===== src/rtl/axi_lite_pkg.sv =====
// rtl/axi_lite_pkg.sv - shared AXI-Lite response codes and arbiter FSM encoding
package axi_lite_pkg;

    localparam logic [1:0] RESP_OKAY   = 2'b00;
    localparam logic [1:0] RESP_EXOKAY = 2'b01;
    localparam logic [1:0] RESP_SLVERR = 2'b10;
    localparam logic [1:0] RESP_DECERR = 2'b11;

    typedef enum logic [2:0] {
        ST_IDLE  = 3'd0,
        ST_WRITE = 3'd1,
        ST_WRESP = 3'd2,
        ST_READ  = 3'd3,
        ST_RDATA = 3'd4,
        ST_RESP  = 3'd5
    } state_e;

endpackage


===== src/rtl/axi_lite_master_arbiter_if.sv =====
// rtl/axi_lite_master_arbiter_if.sv - AXI-Lite AW/W/B/AR/R channel bundle
interface axi_lite_master_arbiter_if #(
    parameter int ADDR_WIDTH = 32
);
    logic                  awvalid;
    logic                  awready;
    logic [ADDR_WIDTH-1:0] awaddr;
    logic                  wvalid;
    logic                  wready;
    logic [31:0]           wdata;
    logic [3:0]            wstrb;
    logic                  bvalid;
    logic                  bready;
    logic [1:0]            bresp;
    logic                  arvalid;
    logic                  arready;
    logic [ADDR_WIDTH-1:0] araddr;
    logic                  rvalid;
    logic                  rready;
    logic [31:0]           rdata;
    logic [1:0]            rresp;

    modport master (
        output awvalid, awaddr, wvalid, wdata, wstrb, bready, arvalid, araddr, rready,
        input  awready, wready, bvalid, bresp, arready, rvalid, rdata, rresp
    );

    modport slave (
        input  awvalid, awaddr, wvalid, wdata, wstrb, bready, arvalid, araddr, rready,
        output awready, wready, bvalid, bresp, arready, rvalid, rdata, rresp
    );
endinterface


===== src/rtl/rr_arbiter_2.sv =====
// rtl/rr_arbiter_2.sv - two-way round-robin arbiter with last-grant pointer
module rr_arbiter_2 (
    input  logic       i_clk,
    input  logic       i_rst,
    input  logic [1:0] i_req,
    input  logic       i_en,
    output logic [1:0] o_gnt
);
    logic last_q;
    logic last_d;

    // Grant the single requester, or the one not served last when contested
    always_comb begin
        o_gnt  = 2'b00;
        last_d = last_q;
        if (i_en) begin
            if (i_req == 2'b11) begin
                o_gnt = last_q ? 2'b01 : 2'b10;
            end else begin
                o_gnt = i_req;
            end
            if (o_gnt != 2'b00) begin
                last_d = o_gnt[1];
            end
        end
    end

    // Pointer starts at 1 so requester 0 wins the first contest
    always_ff @(posedge i_clk) begin
        if (i_rst) begin
            last_q <= 1'b1;
        end else begin
            last_q <= last_d;
        end
    end
endmodule


===== src/rtl/axi_lite_master_arbiter.sv =====
// rtl/axi_lite_master_arbiter.sv - shares one AXI-Lite master port between two requesters
module axi_lite_master_arbiter
    import axi_lite_pkg::*;
#(
    parameter int ADDR_WIDTH = 32
) (
    input  logic                  i_axi_clk,
    input  logic                  i_axi_rst,
    input  logic                  i_req0_valid,
    output logic                  o_req0_ready,
    input  logic                  i_req0_write,
    input  logic [ADDR_WIDTH-1:0] i_req0_addr,
    input  logic [31:0]           i_req0_wdata,
    input  logic [3:0]            i_req0_wstrb,
    output logic                  o_rsp0_valid,
    input  logic                  i_rsp0_ready,
    output logic [31:0]           o_rsp0_data,
    output logic [1:0]            o_rsp0_resp,
    input  logic                  i_req1_valid,
    output logic                  o_req1_ready,
    input  logic                  i_req1_write,
    input  logic [ADDR_WIDTH-1:0] i_req1_addr,
    input  logic [31:0]           i_req1_wdata,
    input  logic [3:0]            i_req1_wstrb,
    output logic                  o_rsp1_valid,
    input  logic                  i_rsp1_ready,
    output logic [31:0]           o_rsp1_data,
    output logic [1:0]            o_rsp1_resp,
    axi_lite_master_arbiter_if.master m_axi
);
    state_e                state_q, state_d;
    logic                  owner_q, owner_d;
    logic [ADDR_WIDTH-1:0] addr_q, addr_d;
    logic [31:0]           wdata_q, wdata_d;
    logic [3:0]            wstrb_q, wstrb_d;
    logic                  aw_done_q, aw_done_d;
    logic                  w_done_q, w_done_d;
    logic [31:0]           rdata_q, rdata_d;
    logic [1:0]            resp_q, resp_d;
    logic [1:0]            gnt;
    logic                  arb_en;
    logic                  aw_hs;
    logic                  w_hs;
    logic                  rsp_ready;

    // Arbitration only happens from IDLE; reset masks any grant pulse
    assign arb_en = (state_q == ST_IDLE) && !i_axi_rst;

    rr_arbiter_2 u_arb (
        .i_clk (i_axi_clk),
        .i_rst (i_axi_rst),
        .i_req ({i_req1_valid, i_req0_valid}),
        .i_en  (arb_en),
        .o_gnt (gnt)
    );

    assign o_req0_ready = gnt[0];
    assign o_req1_ready = gnt[1];

    // AXI outputs depend only on registered state, never on AXI inputs
    assign m_axi.awvalid = (state_q == ST_WRITE) && !aw_done_q;
    assign m_axi.wvalid  = (state_q == ST_WRITE) && !w_done_q;
    assign m_axi.bready  = (state_q == ST_WRESP);
    assign m_axi.arvalid = (state_q == ST_READ);
    assign m_axi.rready  = (state_q == ST_RDATA);
    assign m_axi.awaddr  = addr_q;
    assign m_axi.araddr  = addr_q;
    assign m_axi.wdata   = wdata_q;
    assign m_axi.wstrb   = wstrb_q;

    assign aw_hs     = m_axi.awvalid && m_axi.awready;
    assign w_hs      = m_axi.wvalid && m_axi.wready;
    assign rsp_ready = owner_q ? i_rsp1_ready : i_rsp0_ready;

    assign o_rsp0_valid = (state_q == ST_RESP) && !owner_q;
    assign o_rsp1_valid = (state_q == ST_RESP) && owner_q;
    assign o_rsp0_data  = rdata_q;
    assign o_rsp1_data  = rdata_q;
    assign o_rsp0_resp  = resp_q;
    assign o_rsp1_resp  = resp_q;

    // Next-state logic: latch the winner's command, walk the AXI channels, return response
    always_comb begin
        state_d   = state_q;
        owner_d   = owner_q;
        addr_d    = addr_q;
        wdata_d   = wdata_q;
        wstrb_d   = wstrb_q;
        aw_done_d = aw_done_q;
        w_done_d  = w_done_q;
        rdata_d   = rdata_q;
        resp_d    = resp_q;
        case (state_q)
            ST_IDLE: begin
                if (gnt != 2'b00) begin
                    owner_d   = gnt[1];
                    addr_d    = gnt[1] ? i_req1_addr  : i_req0_addr;
                    wdata_d   = gnt[1] ? i_req1_wdata : i_req0_wdata;
                    wstrb_d   = gnt[1] ? i_req1_wstrb : i_req0_wstrb;
                    aw_done_d = 1'b0;
                    w_done_d  = 1'b0;
                    state_d   = (gnt[1] ? i_req1_write : i_req0_write) ? ST_WRITE : ST_READ;
                end
            end
            ST_WRITE: begin
                if (aw_hs) aw_done_d = 1'b1;
                if (w_hs)  w_done_d  = 1'b1;
                if ((aw_done_q || aw_hs) && (w_done_q || w_hs)) begin
                    state_d = ST_WRESP;
                end
            end
            ST_WRESP: begin
                if (m_axi.bvalid) begin
                    resp_d  = m_axi.bresp;
                    rdata_d = 32'd0;
                    state_d = ST_RESP;
                end
            end
            ST_READ: begin
                if (m_axi.arready) state_d = ST_RDATA;
            end
            ST_RDATA: begin
                if (m_axi.rvalid) begin
                    rdata_d = m_axi.rdata;
                    resp_d  = m_axi.rresp;
                    state_d = ST_RESP;
                end
            end
            ST_RESP: begin
                if (rsp_ready) state_d = ST_IDLE;
            end
            default: state_d = ST_IDLE;
        endcase
    end

    // State and datapath registers; reset abandons any transaction in flight
    always_ff @(posedge i_axi_clk) begin
        if (i_axi_rst) begin
            state_q   <= ST_IDLE;
            owner_q   <= 1'b0;
            addr_q    <= '0;
            wdata_q   <= 32'd0;
            wstrb_q   <= 4'd0;
            aw_done_q <= 1'b0;
            w_done_q  <= 1'b0;
            rdata_q   <= 32'd0;
            resp_q    <= RESP_OKAY;
        end else begin
            state_q   <= state_d;
            owner_q   <= owner_d;
            addr_q    <= addr_d;
            wdata_q   <= wdata_d;
            wstrb_q   <= wstrb_d;
            aw_done_q <= aw_done_d;
            w_done_q  <= w_done_d;
            rdata_q   <= rdata_d;
            resp_q    <= resp_d;
        end
    end
endmodule


===== src/flat_wrapper.sv =====
// flat-port wrapper written by rule: the top's interface ports become plain ports
module axi_lite_master_arbiter_flat import axi_lite_pkg::*;
#(
    parameter int ADDR_WIDTH = 32
)
  (i_axi_clk, i_axi_rst, i_req0_valid, o_req0_ready, i_req0_write, i_req0_addr, i_req0_wdata, i_req0_wstrb, o_rsp0_valid, i_rsp0_ready, o_rsp0_data, o_rsp0_resp, i_req1_valid, o_req1_ready, i_req1_write, i_req1_addr, i_req1_wdata, i_req1_wstrb, o_rsp1_valid, i_rsp1_ready, o_rsp1_data, o_rsp1_resp, m_axi_awvalid, m_axi_awaddr, m_axi_wvalid, m_axi_wdata, m_axi_wstrb, m_axi_bready, m_axi_arvalid, m_axi_araddr, m_axi_rready, m_axi_awready, m_axi_wready, m_axi_bvalid, m_axi_bresp, m_axi_arready, m_axi_rvalid, m_axi_rdata, m_axi_rresp);
  axi_lite_master_arbiter_if #(.ADDR_WIDTH(ADDR_WIDTH)) m_axi_i ();
  input  logic i_axi_clk;
  input  logic i_axi_rst;
  input  logic i_req0_valid;
  output logic o_req0_ready;
  input  logic i_req0_write;
  input  logic [ADDR_WIDTH-1:0] i_req0_addr;
  input  logic [31:0] i_req0_wdata;
  input  logic [3:0] i_req0_wstrb;
  output logic o_rsp0_valid;
  input  logic i_rsp0_ready;
  output logic [31:0] o_rsp0_data;
  output logic [1:0] o_rsp0_resp;
  input  logic i_req1_valid;
  output logic o_req1_ready;
  input  logic i_req1_write;
  input  logic [ADDR_WIDTH-1:0] i_req1_addr;
  input  logic [31:0] i_req1_wdata;
  input  logic [3:0] i_req1_wstrb;
  output logic o_rsp1_valid;
  input  logic i_rsp1_ready;
  output logic [31:0] o_rsp1_data;
  output logic [1:0] o_rsp1_resp;
  output wire logic [$bits(m_axi_i.awvalid)-1:0] m_axi_awvalid;
  output wire logic [$bits(m_axi_i.awaddr)-1:0] m_axi_awaddr;
  output wire logic [$bits(m_axi_i.wvalid)-1:0] m_axi_wvalid;
  output wire logic [$bits(m_axi_i.wdata)-1:0] m_axi_wdata;
  output wire logic [$bits(m_axi_i.wstrb)-1:0] m_axi_wstrb;
  output wire logic [$bits(m_axi_i.bready)-1:0] m_axi_bready;
  output wire logic [$bits(m_axi_i.arvalid)-1:0] m_axi_arvalid;
  output wire logic [$bits(m_axi_i.araddr)-1:0] m_axi_araddr;
  output wire logic [$bits(m_axi_i.rready)-1:0] m_axi_rready;
  input wire logic [$bits(m_axi_i.awready)-1:0] m_axi_awready;
  input wire logic [$bits(m_axi_i.wready)-1:0] m_axi_wready;
  input wire logic [$bits(m_axi_i.bvalid)-1:0] m_axi_bvalid;
  input wire logic [$bits(m_axi_i.bresp)-1:0] m_axi_bresp;
  input wire logic [$bits(m_axi_i.arready)-1:0] m_axi_arready;
  input wire logic [$bits(m_axi_i.rvalid)-1:0] m_axi_rvalid;
  input wire logic [$bits(m_axi_i.rdata)-1:0] m_axi_rdata;
  input wire logic [$bits(m_axi_i.rresp)-1:0] m_axi_rresp;
  assign m_axi_awvalid = m_axi_i.awvalid;
  assign m_axi_awaddr = m_axi_i.awaddr;
  assign m_axi_wvalid = m_axi_i.wvalid;
  assign m_axi_wdata = m_axi_i.wdata;
  assign m_axi_wstrb = m_axi_i.wstrb;
  assign m_axi_bready = m_axi_i.bready;
  assign m_axi_arvalid = m_axi_i.arvalid;
  assign m_axi_araddr = m_axi_i.araddr;
  assign m_axi_rready = m_axi_i.rready;
  assign m_axi_i.awready = m_axi_awready;
  assign m_axi_i.wready = m_axi_wready;
  assign m_axi_i.bvalid = m_axi_bvalid;
  assign m_axi_i.bresp = m_axi_bresp;
  assign m_axi_i.arready = m_axi_arready;
  assign m_axi_i.rvalid = m_axi_rvalid;
  assign m_axi_i.rdata = m_axi_rdata;
  assign m_axi_i.rresp = m_axi_rresp;
  axi_lite_master_arbiter #(.ADDR_WIDTH(ADDR_WIDTH)) u_core (.i_axi_clk(i_axi_clk), .i_axi_rst(i_axi_rst), .i_req0_valid(i_req0_valid), .o_req0_ready(o_req0_ready), .i_req0_write(i_req0_write), .i_req0_addr(i_req0_addr), .i_req0_wdata(i_req0_wdata), .i_req0_wstrb(i_req0_wstrb), .o_rsp0_valid(o_rsp0_valid), .i_rsp0_ready(i_rsp0_ready), .o_rsp0_data(o_rsp0_data), .o_rsp0_resp(o_rsp0_resp), .i_req1_valid(i_req1_valid), .o_req1_ready(o_req1_ready), .i_req1_write(i_req1_write), .i_req1_addr(i_req1_addr), .i_req1_wdata(i_req1_wdata), .i_req1_wstrb(i_req1_wstrb), .o_rsp1_valid(o_rsp1_valid), .i_rsp1_ready(i_rsp1_ready), .o_rsp1_data(o_rsp1_data), .o_rsp1_resp(o_rsp1_resp), .m_axi(m_axi_i));
endmodule

===== config.mk =====
export PLATFORM = sky130hd
export DESIGN_NAME = axi_lite_master_arbiter_flat
export DESIGN_NICKNAME = d
export VERILOG_FILES = /design/src/rtl/axi_lite_pkg.sv /design/src/rtl/axi_lite_master_arbiter_if.sv /design/src/rtl/rr_arbiter_2.sv /design/src/rtl/axi_lite_master_arbiter.sv /design/src/flat_wrapper.sv
export SDC_FILE = /design/constraint.sdc
export NUM_CORES = 1
export LEC_CHECK = 0
export CORE_AREA = 3 3 138 140
export CTS_CLUSTER_DIAMETER = 50
export CTS_CLUSTER_SIZE = 30
export DETAILED_ROUTE_END_ITERATION = 10
export DIE_AREA = 0 0 141 143
export PLACE_DENSITY = 0.83
export SETUP_SLACK_MARGIN = 0.15
export SLEW_MARGIN = 20
export SYNTH_ARGS = -nofsm -noshare
export SYNTH_HDL_FRONTEND = slang
export SYNTH_SLANG_ARGS = --single-unit
export TNS_END_PERCENT = 100

===== constraint.sdc =====
create_clock -name i_axi_clk -period 1.6 [get_ports i_axi_clk]
set_input_delay 0.24 -clock i_axi_clk [delete_from_list [all_inputs] [get_ports i_axi_clk]]
set_output_delay 0.24 -clock i_axi_clk [all_outputs]
set_load 0.01 [all_outputs]

==> results.sh <==
export IMPL_status="finished, violations left"
export IMPL_violations="negative setup slack"
export IMPL_slew_viol_final=0
export IMPL_cts_clk_slew_worst_paths_ns=0.08
export IMPL_tritoncts="done"
export IMPL_first_pass_iters=4
export IMPL_hold_start="i_req1_wdata[1]"
export IMPL_final_cell_mix="183 x clkdlybuf4s50_1, 164 x dlygate4sd2_1, 105 x nand2_1"
export IMPL_die_y_um=143
export IMPL_dr_max_layer_used="met4"
export IMPL_h_tree_depth=3
export IMPL_hp_class="input pin to register"
export IMPL_worst_slew_margin_rel=0.444
export IMPL_met2_length_um=12900
export IMPL_start_util=0.318
export IMPL_ys_seq_elements=109
export IMPL_setup_violations=105
export IMPL_cts_root_buf="clkbuf_16"
export IMPL_grt_pass1_wl_um=34800
export IMPL_post_drt_via_cell_ratio=4.92
export IMPL_dp_hpwl_um=15400
export IMPL_cts_buffer_depth=2
export IMPL_num_vias=6187
export IMPL_p_clk_frac=0.193
export IMPL_syn_nets=837
export IMPL_yosysUniqueCellTypes=36
export IMPL_p_int_mw=7.83
export IMPL_dr_wl_met3_um=1760
export IMPL_grt_max_degree=62
export IMPL_syn_inst=652
export IMPL_track_usage=0.221
export IMPL_die_area_mm2=0.0202
export IMPL_crit_required_ns=1.86
export IMPL_holdWs_ns=0.471
export IMPL_peakVddDrop_mv=0.601
export IMPL_fin_crit_ns=1.75
export IMPL_p_sw_mw=4.16
export IMPL_n_antenna_cell=0
export IMPL_endpoint_kind="register"
export IMPL_power_density_mw_per_mm2=1090
export IMPL_grt_pass1_vias=6110
export IMPL_r2r_start="u_core.state_q[1]$_SDFFE_PP0P_"
export IMPL_crit_type="register to register"
export IMPL_die_w_um=141
export IMPL_leakage_nw=4.99
export IMPL_dpl_worst_slack_ns=-0.341
export IMPL_drtIter0Drc=187
export IMPL_rsz0062_at_grt="true"
export IMPL_crit_start="u_core.state_q[1]$_SDFFE_PP0P_"
export IMPL_ys_seq_area_frac=0.382
export IMPL_ys_warn_count=0
export IMPL_timing_final_ws_setup_ns=-0.149
export IMPL_port_buffers=361
export IMPL_core_mm2=0.0180
export IMPL_nNetsFinal=1210
export IMPL_n_fill_cell=1456
export IMPL_drive_gt1_frac=0.289
export IMPL_regArea_mm2=0.00220
export IMPL_cts_made_buffers=9
export IMPL_arrival_ns=2.01
export IMPL_wl_um=24400
export IMPL_row_count=49
export IMPL_p_total_mw=12.0
export IMPL_hold_viol=0
export IMPL_cap_violations=0
export IMPL_place_congestion=0.807
export IMPL_area_growth_pct=92.9
export IMPL_cts_sinks=109
export IMPL_finalClockSkew_ns=0.0145
export IMPL_final_period_utilization=1.09
export IMPL_fin_util=0.613
export IMPL_drc=0
export IMPL_critPathMaxFanout=16
export IMPL_worst_setup_path_start_kind="register"
export IMPL_clock_latency_ns=0.35
export IMPL_swShare=0.347
export IMPL_multi_input_comb_area_mm2=0.00313
export IMPL_tightest_slew_ns=0.834
export IMPL_grt_overflow=0
export IMPL_ios=362
export IMPL_max_freq_mhz=572
export IMPL_drt_met1_wl_um=9030
export IMPL_combPwrFrac=0.512
export IMPL_antenna_found_initial=0
export IMPL_pwr_share_seq=0.296
export IMPL_final_common_cell="clkdlybuf4s50_1"
export IMPL_synth_area_mm2=0.00571
export IMPL_wl_per_cell_um=19.4
export IMPL_synth_area_per_cell_um2=8.75
export IMPL_antenna_left=0
-- state kept, by name, indices dropped and copies added, names as in the netlist --
signal and flops:
u_core.m_axi.araddr 32, u_core.m_axi.wdata 32, u_core.o_rsp0_data 32, u_core.m_axi.wstrb 4, u_core.state_q 3, u_core.o_rsp0_resp 2
u_core.aw_done_q 1, u_core.owner_q 1, u_core.u_arb.last_q 1, u_core.w_done_q 1
-- worst paths after layout --
path | to | slack [ns] | cells past startpoint
max | u_core.m_axi.araddr[18]$_SDFFE_PP0P_ | -0.15 | 8
min | u_core.m_axi.wdata[1]$_SDFFE_PP0P_ | 0.47 | 3
max reg2reg | u_core.m_axi.araddr[18]$_SDFFE_PP0P_ | -0.15 | 8
min reg2reg | u_core.m_axi.araddr[30]$_SDFFE_PP0P_ | 0.50 | 2
-- critical path, stage by stage (launching register included) --
cell	delay, ns
dfxtp_4	0.37
nor4_4	0.27
buf_4	0.18
buf_6	0.11
o21a_4	0.15
buf_12	0.14
buf_12	0.15
nor2_1	0.05
a311oi_2	0.23
-- cell families after synthesis --
logic type,Yosys count,share of synthesized area
and+or+nand+nor,296,0.223
DFF,109,0.382
muxes,37,0.0653
AOI/OAI and AO/OA,88,0.194
buffers and inverters,122,0.136
-- power by group through the flow --
stage / Combinational, mW / Sequential, mW / Clock [mW]
after floorplan: 2.36 / 3.67 / 0
after detailed placement: 4.53 / 3.55 / 0
after global placement: 4.47 / 3.53 / 0
after CTS: 5.66 / 3.51 / 2.37
final: 6.14 / 3.54 / 2.31
after global routing: 6.49 / 3.59 / 2.46
-- cell usage after synthesis --
cell       count  area share
buf_4         78        0.10
buf_1          1     0.00066
nand3b_1       3      0.0039
a22oi_1        2      0.0026
nor3b_1        1      0.0013
o311a_1        1      0.0018
and3_1         3      0.0033
nand2b_1       2      0.0022
o22ai_1        1      0.0011
a21oi_1        3      0.0026
nor2_1       106       0.070
dfxtp_1      109        0.38
nor4_4         1      0.0037
nor3b_2        1      0.0022
a311oi_1       9       0.014
a211oi_1       3      0.0039
nand3_2        1      0.0018
or3b_2         1      0.0015
a2111oi_0      1      0.0015
nand3_1        2      0.0018
clkbuf_1      18       0.012
inv_2          1     0.00066
a31oi_1        2      0.0022
o21a_1         1      0.0013
nor3_1         1     0.00088
nor4_1         1      0.0011
nor2b_1        3      0.0033
mux2i_1       35       0.061
o21ai_0        4      0.0035
mux2_2         2      0.0039
nand2_1      138       0.091
a311oi_2      60        0.16
a211o_1        1      0.0015
and2_1        32       0.035
buf_2         20       0.018
inv_1          4      0.0026
-- per-layer routing --
metal,GRT usage,vias up
met5,0,-
met2,0.410,299
li1,-,2905
met3,0.0563,39
met4,0.0796,0
met1,0.244,2944
-- timing repair --
action                                  in CTS  in global routing
hold buffers                                 0                  0
cloned                                      13                  5
endpoints found under the setup margin     282                120
pin swaps                                   36                 49
resized for setup                          344                 80
setup buffers                               49                 11
-- stage by stage --
step | cell area [um^2] | TNS (ns) | cells
floorplan | 5780 | 0 | 652
global placement | 9260 | -17.17 | 1165
detailed placement | 9260 | -21.34 | 1165
CTS | 10500 | -8.17 | 1242
global route | 11000 | -16.50 | 1258
finish | 11000 | -8.76 | 1258
-- final cells by class --
class / instances / area share
flip-flops and latches: 109 / 0.200
inverters: 5 / 0.00307
well taps: 229 / 0.0260
repair buffers: 478 / 0.460
clock buffers: 9 / 0.0205
clock inverters: 6 / 0.00625
multi-input cells: 422 / 0.285
(Power assumes the default switching activity.)
